<file path="src/rtl/ifetch_q.sv">
// ifetch_q: decoupled instruction fetch with a DEPTH-entry prefetch queue, in-order multi-outstanding
// memory reads, ID stall and MEM redirect flush. Define IFETCH_Q_PERF_EN to add perf_fetched/perf_flushed.
module ifetch_q #(
   parameter int AW = 32,
   parameter int DW = 32,
   parameter int DEPTH = 4,
   parameter logic [AW-1:0] RESET_PC = '0
) (
   input  logic          clk,
   input  logic          rst_n,
   input  logic [AW-1:0] MEM_bpc,
   input  logic          MEM_PCSrc,
   input  logic          ID_stall,
   output logic          imem_req,
   output logic [AW-1:0] imem_addr,
   input  logic          imem_gnt,
   input  logic          imem_rvalid,
   input  logic [DW-1:0] imem_rdata,
   output logic          ID_valid,
   output logic [DW-1:0] ID_ir,
   output logic [AW-1:0] ID_npc
`ifdef IFETCH_Q_PERF_EN
   ,
   output logic [31:0]   perf_fetched,
   output logic [31:0]   perf_flushed
`endif
);
   localparam int PW = $clog2(DEPTH);
   localparam int CW = PW + 1;
   localparam logic [CW:0] LIM = (CW+1)'(DEPTH);
   logic [AW-1:0] pc_q, pc_d, rpc_q, rpc_d, tgt;
   logic [CW-1:0] count_q, count_d, outst_q, outst_d;
   logic [15:0]   drop_q, drop_d;
   logic [PW-1:0] head_q, head_d, tail_q, tail_d;
   logic          run_q;
   logic [DW-1:0] ir_q [DEPTH];
   logic [AW-1:0] npc_q [DEPTH];
   logic          fire, rv_drop, rv_take, rv_any, pop;

   // rpc_q is the address of the oldest live (non-dropped) outstanding request; responses arrive in order
   assign tgt       = MEM_bpc & ~AW'(3);
   assign imem_req  = run_q && !MEM_PCSrc && (({1'b0, count_q} + {1'b0, outst_q}) < LIM);
   assign imem_addr = pc_q;
   assign ID_valid  = count_q != '0;
   assign ID_ir     = ID_valid ? ir_q[head_q] : '0;
   assign ID_npc    = ID_valid ? npc_q[head_q] : '0;
   assign fire      = imem_req && imem_gnt;
   assign rv_drop   = imem_rvalid && drop_q != '0;
   assign rv_take   = imem_rvalid && drop_q == '0 && outst_q != '0;
   assign rv_any    = rv_drop || rv_take;
   assign pop       = ID_valid && !ID_stall;

   // next state: a redirect overrides everything and turns all in-flight reads into drops
   always_comb begin
      pc_d    = MEM_PCSrc ? tgt : pc_q + (fire ? AW'(4) : '0);
      rpc_d   = MEM_PCSrc ? tgt : rpc_q + (rv_take ? AW'(4) : '0);
      count_d = MEM_PCSrc ? '0 : count_q + CW'(rv_take) - CW'(pop);
      outst_d = MEM_PCSrc ? '0 : outst_q + CW'(fire) - CW'(rv_take);
      drop_d  = MEM_PCSrc ? drop_q + 16'(outst_q) - 16'(rv_any) : drop_q - 16'(rv_drop);
      head_d  = MEM_PCSrc ? '0 : head_q + PW'(pop);
      tail_d  = MEM_PCSrc ? '0 : tail_q + PW'(rv_take);
   end

   // control state registers; run_q delays the first request to the cycle after reset release
   always_ff @(posedge clk or negedge rst_n) begin
      if (!rst_n) begin
         pc_q    <= RESET_PC;
         rpc_q   <= RESET_PC;
         count_q <= '0;
         outst_q <= '0;
         drop_q  <= '0;
         head_q  <= '0;
         tail_q  <= '0;
         run_q   <= 1'b0;
      end else begin
         pc_q    <= pc_d;
         rpc_q   <= rpc_d;
         count_q <= count_d;
         outst_q <= outst_d;
         drop_q  <= drop_d;
         head_q  <= head_d;
         tail_q  <= tail_d;
         run_q   <= 1'b1;
      end
   end

   // queue storage needs no reset: empty entries are masked at the ID outputs
   always_ff @(posedge clk) begin
      if (rv_take && !MEM_PCSrc) begin
         ir_q[tail_q]  <= imem_rdata;
         npc_q[tail_q] <= rpc_q + AW'(4);
      end
   end

`ifdef IFETCH_Q_PERF_EN
   // perf: instructions handed to ID, and entries/responses thrown away by redirects
   always_ff @(posedge clk or negedge rst_n) begin
      if (!rst_n) begin
         perf_fetched <= '0;
         perf_flushed <= '0;
      end else begin
         perf_fetched <= perf_fetched + 32'(pop && !MEM_PCSrc);
         perf_flushed <= perf_flushed + (MEM_PCSrc ? 32'(count_q) + 32'(rv_any) : 32'(rv_drop));
      end
   end
`endif
endmodule
</file>
<file path="config.mk">
export PLATFORM = sky130hd
export DESIGN_NAME = ifetch_q
export DESIGN_NICKNAME = d
export VERILOG_FILES = /design/src/rtl/ifetch_q.sv
export SDC_FILE = /design/constraint.sdc
export NUM_CORES = 1
export LEC_CHECK = 0
export BUFFER_PORTS_ARGS = -buffer_cell sky130_fd_sc_hd__buf_2
export CAP_MARGIN = 20
export CORE_UTILIZATION = 50
export DETAILED_ROUTE_END_ITERATION = 6
export HOLD_SLACK_MARGIN = 0.02
export PLACE_DENSITY = 0.8
export SLEW_MARGIN = 0
export SYNTH_ARGS = -nofsm -noshare
export SYNTH_HDL_FRONTEND = slang
export SYNTH_SLANG_ARGS = --single-unit
</file>
<file path="constraint.sdc">
create_clock -name clk -period 17.8 [get_ports clk]
set_input_delay 3.56 -clock clk [delete_from_list [all_inputs] [get_ports clk]]
set_output_delay 3.56 -clock clk [all_outputs]
set_load 0.02 [all_outputs]
</file>
Yosys cells after proc, flatten, opt, wreduce, memory -nomap -nowiden
Memories as Yosys holds them, arrays and structs flattened.
Cells that the tools add are included.
{"block": "totals", "ff_bits": 91, "elab_cells": 52, "mem_bits_rw": 256, "memories": 2, "latch_bits": 0, "rom_bits": 0}
{"memory": "ir_q", "words": 4, "width": 32, "read_ports": 1, "rd_clocked_by_memory_dff": 0, "write_ports": 1, "line_no": "36", "rtl": "logic [DW-1:0] ir_q [DEPTH];"}
{"memory": "npc_q", "words": 4, "width": 32, "read_ports": 1, "rd_clocked_by_memory_dff": 0, "write_ports": 1, "line_no": "37", "rtl": "logic [AW-1:0] npc_q [DEPTH];"}
{"block": "op_classes", "reduce_logical": 15, "order_cmp": 1, "mul": 0, "bitwise": 0, "div": 0, "shifts": 0, "n_eq_ne": 0, "n_mux": 13, "n_addsub": 13}
{"cell": "32-bit 2-to-1 mux", "count": 4}
{"cell": "32-bit by 3-bit adder with 32-bit output", "count": 2}
{"cell": "32-bit by 3-bit adder with 32-bit output (second input constant)", "count": 1}
{"cell": "16-bit by 1-bit subtractor with 16-bit output", "count": 2}
{"cell": "16-bit by 3-bit adder with 16-bit output", "count": 1}
{"cell": "16-bit zero test", "count": 1}
{"cell": "16-bit 2-to-1 mux", "count": 1}
{"cell": "16-bit nonzero test", "count": 1}
{"cell": "3-bit 2-to-1 mux", "count": 4}
{"cell": "1-bit logical AND", "count": 8}
{"cell": "3-bit by 1-bit adder with 3-bit output", "count": 2}
{"cell": "3-bit nonzero test", "count": 2}
{"cell": "3-bit by 1-bit subtractor with 3-bit output", "count": 2}
{"cell": "2-bit by 1-bit adder with 2-bit output", "count": 2}
{"cell": "3-bit by 3-bit adder with 4-bit output", "count": 1}
{"cell": "4-bit by 3-bit < comparator with 1-bit output (second input constant)", "count": 1}
{"cell": "2-bit 2-to-1 mux", "count": 2}
{"cell": "1-bit zero test", "count": 2}
{"cell": "1-bit 2-to-1 mux", "count": 2}
{"cell": "1-bit logical OR", "count": 1}

Depth between registers and ports, before layout
Gate-level depths: netlist (run 1).
{"block": "depth", "word_depth": 7, "depth_mapped": 18}

Least setup slack after synthesis (run 1)
Ideal clock, no wire load.
{"block": "synth_path", "path_type": "in2reg", "startpoint": "input MEM_PCSrc", "endpoint": "memory ir_q[2][0] (enable)", "setup_ns": 0.657, "slack_ns": 6.770, "arrival_ns": 10.373, "required_ns": 17.143, "path_buffers": 2, "path_stages": 3, "cell_sequence": "buf_6 > clkbuf_1 > nor4b_1"}
{"block": "synth_between", "elab_chain_cells": 4}
{"item": "start: declaration", "line_no": "12", "rtl": "input logic MEM_PCSrc,"}
{"item": "1-bit zero test", "line_no": "89", "rtl": "if (rv_take && !MEM_PCSrc) begin"}
{"item": "1-bit logical AND", "line_no": "89"}
{"item": "1-bit 2-to-1 mux", "line_no": "89"}
{"item": "1-bit 2-to-1 mux (implied by the code)", "line_no": "90", "rtl": "ir_q[tail_q] <= imem_rdata;"}
{"item": "end: declaration", "line_no": "36"}
Every way passes these cells.

Worst setup path after layout (run 1)
{"block": "layout_path", "startpoint": "input MEM_PCSrc", "endpoint": "output imem_req"}
{"block": "layout_between", "elab_chain_cells": 3}
{"item": "1-bit zero test", "line_no": "42", "rtl": "assign imem_req = run_q && !MEM_PCSrc && (({1'b0, count_q} + {1'b0, outst_q}) < LIM);"}
{"item": "1-bit logical AND (2 in a row)", "line_no": "42"}
{"item": "end: declaration", "line_no": "14", "rtl": "output logic imem_req,"}
Every way passes these cells.

==> metrics.md, run 1 <==
| Metric | Value |
|---|---|
| Outcome | `finished, violations left` |
| Failing checks | `design-rule violations` |
| DP Wirelength | `19.8 mm` |
| Row count | `64` |
| Worst-Margin Slew | `~1000 ps` |
| Hold Crit Depth | `2` |
| I/O pins | `168` |
| Pwr dens | `around 140 mW/mm²` |
| R2r worst-path depth | `18` |
| CP delay by family, top | `simple AND/OR/NAND/NOR gates` |
| Mean Syn Cell Area | `14.6 µm²` |
| Port Buffers | `between 150 and 200` |
| Fillcell total | `2367` |
| H-Tree Depth | `2` |
| Combinational fraction of design power | `approximately a third` |
| Setup_tns | `0 ps` |
| P_leak | `between 0.006 and 0.007 µW` |
| Clk_lat worst skew | `between 500 and 600 ps` |
| Endpoints failing setup | `0` |
| Layout cells sized above 1 | `approximately 28%` |
| Pre-Repair DR Iteration Count | `7` |
| RSZ-0062 raised after global routing | `false` |
| DIE AREA | `between 0.03 and 0.04 mm²` |
| TritonCTS Buffers | `36` |
| First-pass GRT wire length | `49.8 mm` |
| Finished layout cell area | `approximately 0.018 mm²` |
| Area of the mapped netlist | `between 0.015 and 0.02 mm²` |
| CTS tree | `yes` |
| Vias in the first global route | `between 9000 and 10000` |
| Initial Util | `between 50 and 60%` |
| Most frequent cells in the layout | `edfxtp_1 (248), buf_2 (160), dfrtp_1 (85)` |
| Initial antenna violation count | `0` |
| CP required | `roughly 14000 ps` |
| Most common cell after layout, fill and taps aside | `edfxtp_1` |
| CP Launch Type | `input pin` |
| Tot Pwr | `2570 µW` |
| Critical path type | `input pin to primary output` |
| Hold EP | `outst_q[2]` |
| Post-synth EDFFs | `248` |
| Largest net degree at the start of global routing | `65` |
| Switching Share | `between 30% and 40%` |
| Die H | `approximately 180 µm` |
| Via Count | `about 9100` |
| Hold path start | `outst_q[1]` |
| Routed WL | `slightly above 30 mm` |
| Max Root-Sink Buffers | `3` |
| Seq cells post-synth | `around 340` |
| Antenna diodes | `0` |
| Die Span X | `180 µm` |
| Setup bufs post-CTS | `0` |
| Total track usage | `19.6%` |
| Placed inst area | `between 0.015 and 0.02 mm²` |
| CP Data Arrival Time | `about 5200 ps` |
| Post-route setup slack | `approximately 9000 ps` |
| Final Skew | `~18 ps` |
| Footprint of the multi-input gates | `a little under 0.006 mm²` |
| Placer Congestion | `0.891` |
| Register area | `roughly 0.0096 mm²` |
| Worst r2r dst | `drop_q[10]` |
| CTS-repair resized insts | `0` |
| Area growth syn-to-layout | `14.8%` |
| Maximum VDD drop | `0.117 mV` |
| Async set or reset register ratio after synthesis | `between 20% and 30%` |
| Total Nets Final | `around 1400` |
| Reg2Reg Launch Point | `drop_q[12]` |
| Wire per inst | `approximately 19 µm` |
| Final period utilization | `roughly half` |
| Mapped Cells | `1086` |
| Residual DRC count | `17` |
| Post-layout minimum cycle time | `approximately 8800 ps` |
| Yosys warns | `0` |
| Core area | `around 0.031 mm²` |
| Crit path buffers/inverters | `2` |
| Vias/cell | `between 5 and 6` |
| CP max stage cell | `or4b_2` |
| HP Class | `register to register` |
| Remaining antenna violation count | `0` |
| FMAX | `0.114 GHz` |
| Post-synthesis sequential area ratio | `between 60% and 70%` |
| Max-Cap Viols | `0` |
| Fin. max-slew vios | `0` |
| Clock Pin Slew Worst Setup and Hold Paths | `~60 ps` |
| Crit path max fanout | `56` |
| Place WS | `9030 ps` |
| Reg2Reg Setup Slack | `about 14000 ps` |
| Synth Flop Type | `edfxtp_1` |
| CP Capture Type | `primary output` |
| Post-synthesis cell type count | `71` |
| Detailed Route Iter0 Violations | `about 620` |
| Crit. Startpoint | `MEM_PCSrc` |
| Cell Int Power | `between 1500 and 2000 µW` |
| Fin. Hold Viols | `0` |
| Final core utilization | `approximately three fifths` |
| GR Overflow Total | `0` |
| Net switching power figure | `just under 900 µW` |
| Cts hold-fix bufs | `0` |
| Worst-path cell chain | `buf_4, or4b_2, a311oi_1, buf_2` |
| Sink Count | `335` |
| Clock power frac | `between 20% and 30%` |
| Seq pwr share | `36.3%` |
| CP peak stage delay | `about 700 ps` |
| Slew headroom | `a little over a third` |
| Clock Root Buffer | `clkbuf_16` |
stage by stage:
| stage | cells | hold slack, ps |
|---|---|---|
| global placement | 1608 | 587 |
| global route | 1674 | 654 |
| detailed placement | 1609 | 583 |
| CTS | 1674 | 606 |
| floorplan | 1089 | 549 |
| finish | 1674 | 600 |
worst register-to-register path: stages (launching register included):
cell and delay (ps):
dfrtp_1 400, inv_1 160, ha_1 200, nand4b_1 120, nor4_1 380, o311ai_0 270, inv_1 180, or2_2 130
ha_1 210, inv_1 60, ha_1 180, inv_1 70, fa_1 420, nor2b_1 190, o211ai_1 150, a21boi_0 310
o211ai_1 180, a21o_1 200, a31oi_1 150
cells by family (layout without fill, tap and decap cells):
kind of cell / count (synthesis) / after routing / share of synthesized area, %
buffers and inverters: 102 / 291 / 2.87
muxes: 113 / 113 / 12.4
and+or+nand+nor: 307 / 307 / 10.7
xor gates and xnor gates: 110 / 110 / 6.10
adders and majority gates: 53 / 53 / 4.34
other: 2 / 5 / 0.0475
AOI/OAI and AO/OA: 64 / 64 / 2.64
DFF: 335 / 335 / 60.9
flip-flops by register name, indices dropped and copies added, names as in the netlist, 3 cells and up:
| signal | cells |
|---|---|
| rpc_q | 30 |
| drop_q | 16 |
| count_q | 3 |
| outst_q | 3 |
| npc_q | 120 |
| ir_q | 128 |
| imem_addr | 30 |
power by group through the flow:
stage               logic (µW)  registers (µW)  clock network [µW]
global route               997             941                 783
floorplan                  679             935                   0
global placement           894             948                   0
CTS                        915             935                 752
detailed placement         907             950                   0
finish                     904             934                 734
layer usage:
| layer | global-route usage (%) | wire [µm] |
|---|---|---|
| met4 | 5.34 | 610 |
| met5 | 0 | 0 |
| met2 | 32.4 | 14900 |
| met1 | 27.0 | 13800 |
| met3 | 3.30 | 1720 |
how the worst max path moves through the flow:
stage,cells past startpoint,endpoint,slack (ps)
2_1_floorplan,3,ir_q[2][0],6770
5_1_grt,4,imem_req,8960
4_1_cts,4,imem_req,9030
3_3_place_gp,4,imem_req,9050
3_5_place_dp,4,imem_req,9030
6_report,4,imem_req,9020
synth_stat cells (18+ instances only):
cell type,n,area share [%]
nor2_1,76,1.8
a21oi_1,18,0.57
xor2_1,39,2.2
nor2b_1,81,3.2
dfrtp_1,87,14
nand3_1,27,0.86
mux4_2,62,8.8
xnor2_1,71,3.9
ha_1,50,4.0
mux2_2,46,3.3
inv_1,55,1.3
edfxtp_1,248,47
clkbuf_1,23,0.55
nand2_1,44,1.0
cell type report:
type,instances,share of cell area [%]
clock inverters,19,1.14
inverters,55,1.14
well taps,396,2.73
repair buffers,171,4.87
multi-input cells,652,31.8
clock buffers,46,5.28
flip-flops and latches,335,53.1
Note: power is estimated with default switching activity, not from simulation.
==> run 2, diff against run 1 <==
==> constraint.sdc (replaced) <==
create_clock -name clk -period 9.2 [get_ports clk]
set_input_delay 1.84 -clock clk [delete_from_list [all_inputs] [get_ports clk]]
set_output_delay 1.84 -clock clk [all_outputs]
set_load 0.02 [all_outputs]
==> run 2 against run 1 <==
- the flow still finishes with violations (design-rule violations)
- sequential share of layout area is 0.055 points higher
- power is 92% higher
- wire length is 0.31% higher
- worst hold slack better by 8.3 ps
- cell area is 0.10% lower
- non-clock buffer count stayed put
- first-iteration DRC count is 1.5% higher
- clock-buffer cell count is 2 higher
- register-to-register slack worse by 8700 ps
- via count is 0.16% higher
- critical path type unchanged
==> metrics.md, run 2 (synthesis gave the netlist of run 1 again) <==
| Metric | Value |
|---|---|
| Outcome | `finished, violations left` |
| Failing checks | `design-rule violations` |
| Worst-path cell chain | `buf_4, or4b_2, a311oi_1, buf_2` |
| Maximum VDD drop | `0.251 mV (+110%)` |
| Wire per inst | `18.6 µm (+0.49%)` |
| Via Count | `9131 (+0.16%)` |
| First-pass GRT wire length | `50.3 mm (+1.1%)` |
| CP Launch Type | `input pin` |
| Reg2Reg Setup Slack | `5060 ps (-8710 ps)` |
| Layout cells sized above 1 | `28.3% (about the same)` |
| CP max stage cell | `or4b_2` |
| Area growth syn-to-layout | `14.7%` |
| Placer Congestion | `0.878 (-1.6%)` |
| Largest Register | `ir_q` |
| Fillcell total | `2356 (-0.46%)` |
| Die H | `180 µm (unchanged)` |
| I/O pins | `168 (unchanged)` |
| Port Buffers | `161 (unchanged)` |
| FMAX | `a little under 0.2 GHz` |
| HP Class | `register to register` |
| Pre-Repair DR Iteration Count | `7 (unchanged)` |
| DIE AREA | `0.0323 mm² (unchanged)` |
| Initial antenna violation count | `1 (+1)` |
| Tot Pwr | `4940 µW (+92%)` |
| Most frequent cells in the layout | `edfxtp_1 (248), buf_2 (159), dfrtp_1 (85)` |
| Largest net degree at the start of global routing | `99 (+52%)` |
| Crit path max fanout | `16 (-71%)` |
| Vias/cell | `5.46 (+0.34%)` |
| Residual DRC count | `15 (-2)` |
| Total track usage | `19.7% (+0.13 points)` |
| RSZ-0062 raised after global routing | `false` |
| Worst-Margin Slew | `1060 ps (+84.7 ps)` |
| Endpoints failing setup | `0 (unchanged)` |
| Routed WL | `31.2 mm (+0.31%)` |
| TritonCTS Buffers | `35 (-2.8%)` |
| Largest register FFs | `128 (unchanged)` |
| CP Capture Type | `primary output` |
| GR Overflow Total | `0 (unchanged)` |
| DP Wirelength | `20.2 mm (+2.2%)` |
| CP Data Arrival Time | `3300 ps (-1920 ps)` |
| Total Nets Final | `1373 (-0.073%)` |
| Vias in the first global route | `9572 (+1.6%)` |
| Clock Pin Slew Worst Setup and Hold Paths | `60 ps (about the same)` |
| Final period utilization | `55.9%` |
| Pwr dens | `273 mW/mm² (+92%)` |
| Most common cell after layout, fill and taps aside | `edfxtp_1` |
| Final Skew | `18.2 ps (+0.507 ps)` |
| Core area | `0.0308 mm² (unchanged)` |
| Detailed Route Iter0 Violations | `624 (+1.5%)` |
| Fin. Hold Viols | `0 (unchanged)` |
| Initial Util | `51.3% (unchanged)` |
| CP peak stage delay | `650 ps (-60 ps)` |
| Row count | `64 (unchanged)` |
| Fin. max-slew vios | `0 (unchanged)` |
| Die Span X | `180 µm (unchanged)` |
| Largest registers | `ir_q x128, npc_q x120` |
| P_leak | `0.00684 µW (about the same)` |
| Max-Cap Viols | `0 (unchanged)` |
| CTS tree | `yes` |
| H-Tree Depth | `2 (unchanged)` |
| Setup bufs post-CTS | `0 (unchanged)` |
| Clk_lat worst skew | `520 ps (about the same)` |
| Register area | `0.00963 mm² (unchanged)` |
| CTS-repair resized insts | `0 (unchanged)` |
| CP required | `7360 ps (-6880 ps)` |
| Cts hold-fix bufs | `0 (unchanged)` |
| Footprint of the multi-input gates | `0.00577 mm² (+0.15%)` |
| Post-layout minimum cycle time | `between 5000 and 6000 ps` |
| Max Root-Sink Buffers | `3 (unchanged)` |
| Antenna diodes | `0 (unchanged)` |
| Setup_tns | `0 ps (unchanged)` |
| Sink Count | `335 (unchanged)` |
| Clock Root Buffer | `clkbuf_16` |
| Slew headroom | `29.1% (-5.6 points)` |
| Critical path type | `input pin to primary output` |
| Remaining antenna violation count | `0 (unchanged)` |
run 2: changes by cell type in the layout (fill, tap and decap cells not counted), moves of 2 or more:
cell | before | now
clkinv_1 | 6 | 3
clkinvlp_4 | 3 | 1
inv_6 | 2 | 0
clkinv_2 | 2 | 4
run 2: layout make-up:
cell class              count  share of cell area, %
clock inverters            14                  0.884
repair buffers            171                   4.89
flip-flops and latches    335                   53.1
well taps                 396                   2.73
multi-input cells         652                   31.8
inverters                  55                   1.14
clock buffers              48                   5.38
run 2: metrics by stage:
step                      util [%]  area [µm²]  hold WS [ps]  setup slack, ps  instances
after global routing          58.8       18100           638             4020       1671
final                         58.8       18100           608             4060       1671
after CTS                     58.8       18100           615             4020       1671
after detailed placement      55.1       17000           603             3910       1609
after global placement        55.1       17000           579             3990       1609
after floorplan                  -       15800           549              415       1089
run 2: path summary, 6_finish.rpt:
kind / startpoint / to / depth (start not counted)
min in group asynchronous: rst_n / drop_q[6] / 1
worst min register to register: outst_q[1] / outst_q[2] / 2
max in group asynchronous: rst_n / rpc_q[28] / 2
worst max-delay path: MEM_PCSrc / imem_req / 4
worst min-delay path: outst_q[1] / outst_q[2] / 2
worst max register to register: drop_q[12] / drop_q[10] / 19
run 2: routing by layer:
layer / track usage, % / up-vias / wire length (µm)
met3: 3.14 / 39 / 1750
met2: 33.4 / 281 / 14900
met4: 5.00 / 0 / 516
met5: 0 / - / 0
met1: 26.8 / 4524 / 13900
li1: - / 4287 / -
run 2: power breakdown:
part	internal [µW]	leakage (µW)	switching, µW
Sequential	1710	0.00326	114
Clock	809	0.000552	577
Combinational	727	0.00303	1010
run 2: worst max-delay path: cells and delay by family:
| kind | cells | cell delay, ps |
|---|---|---|
| buf+inv | 2 | 430 |
| simple gates | 1 | 650 |
| compound gates | 1 | 370 |
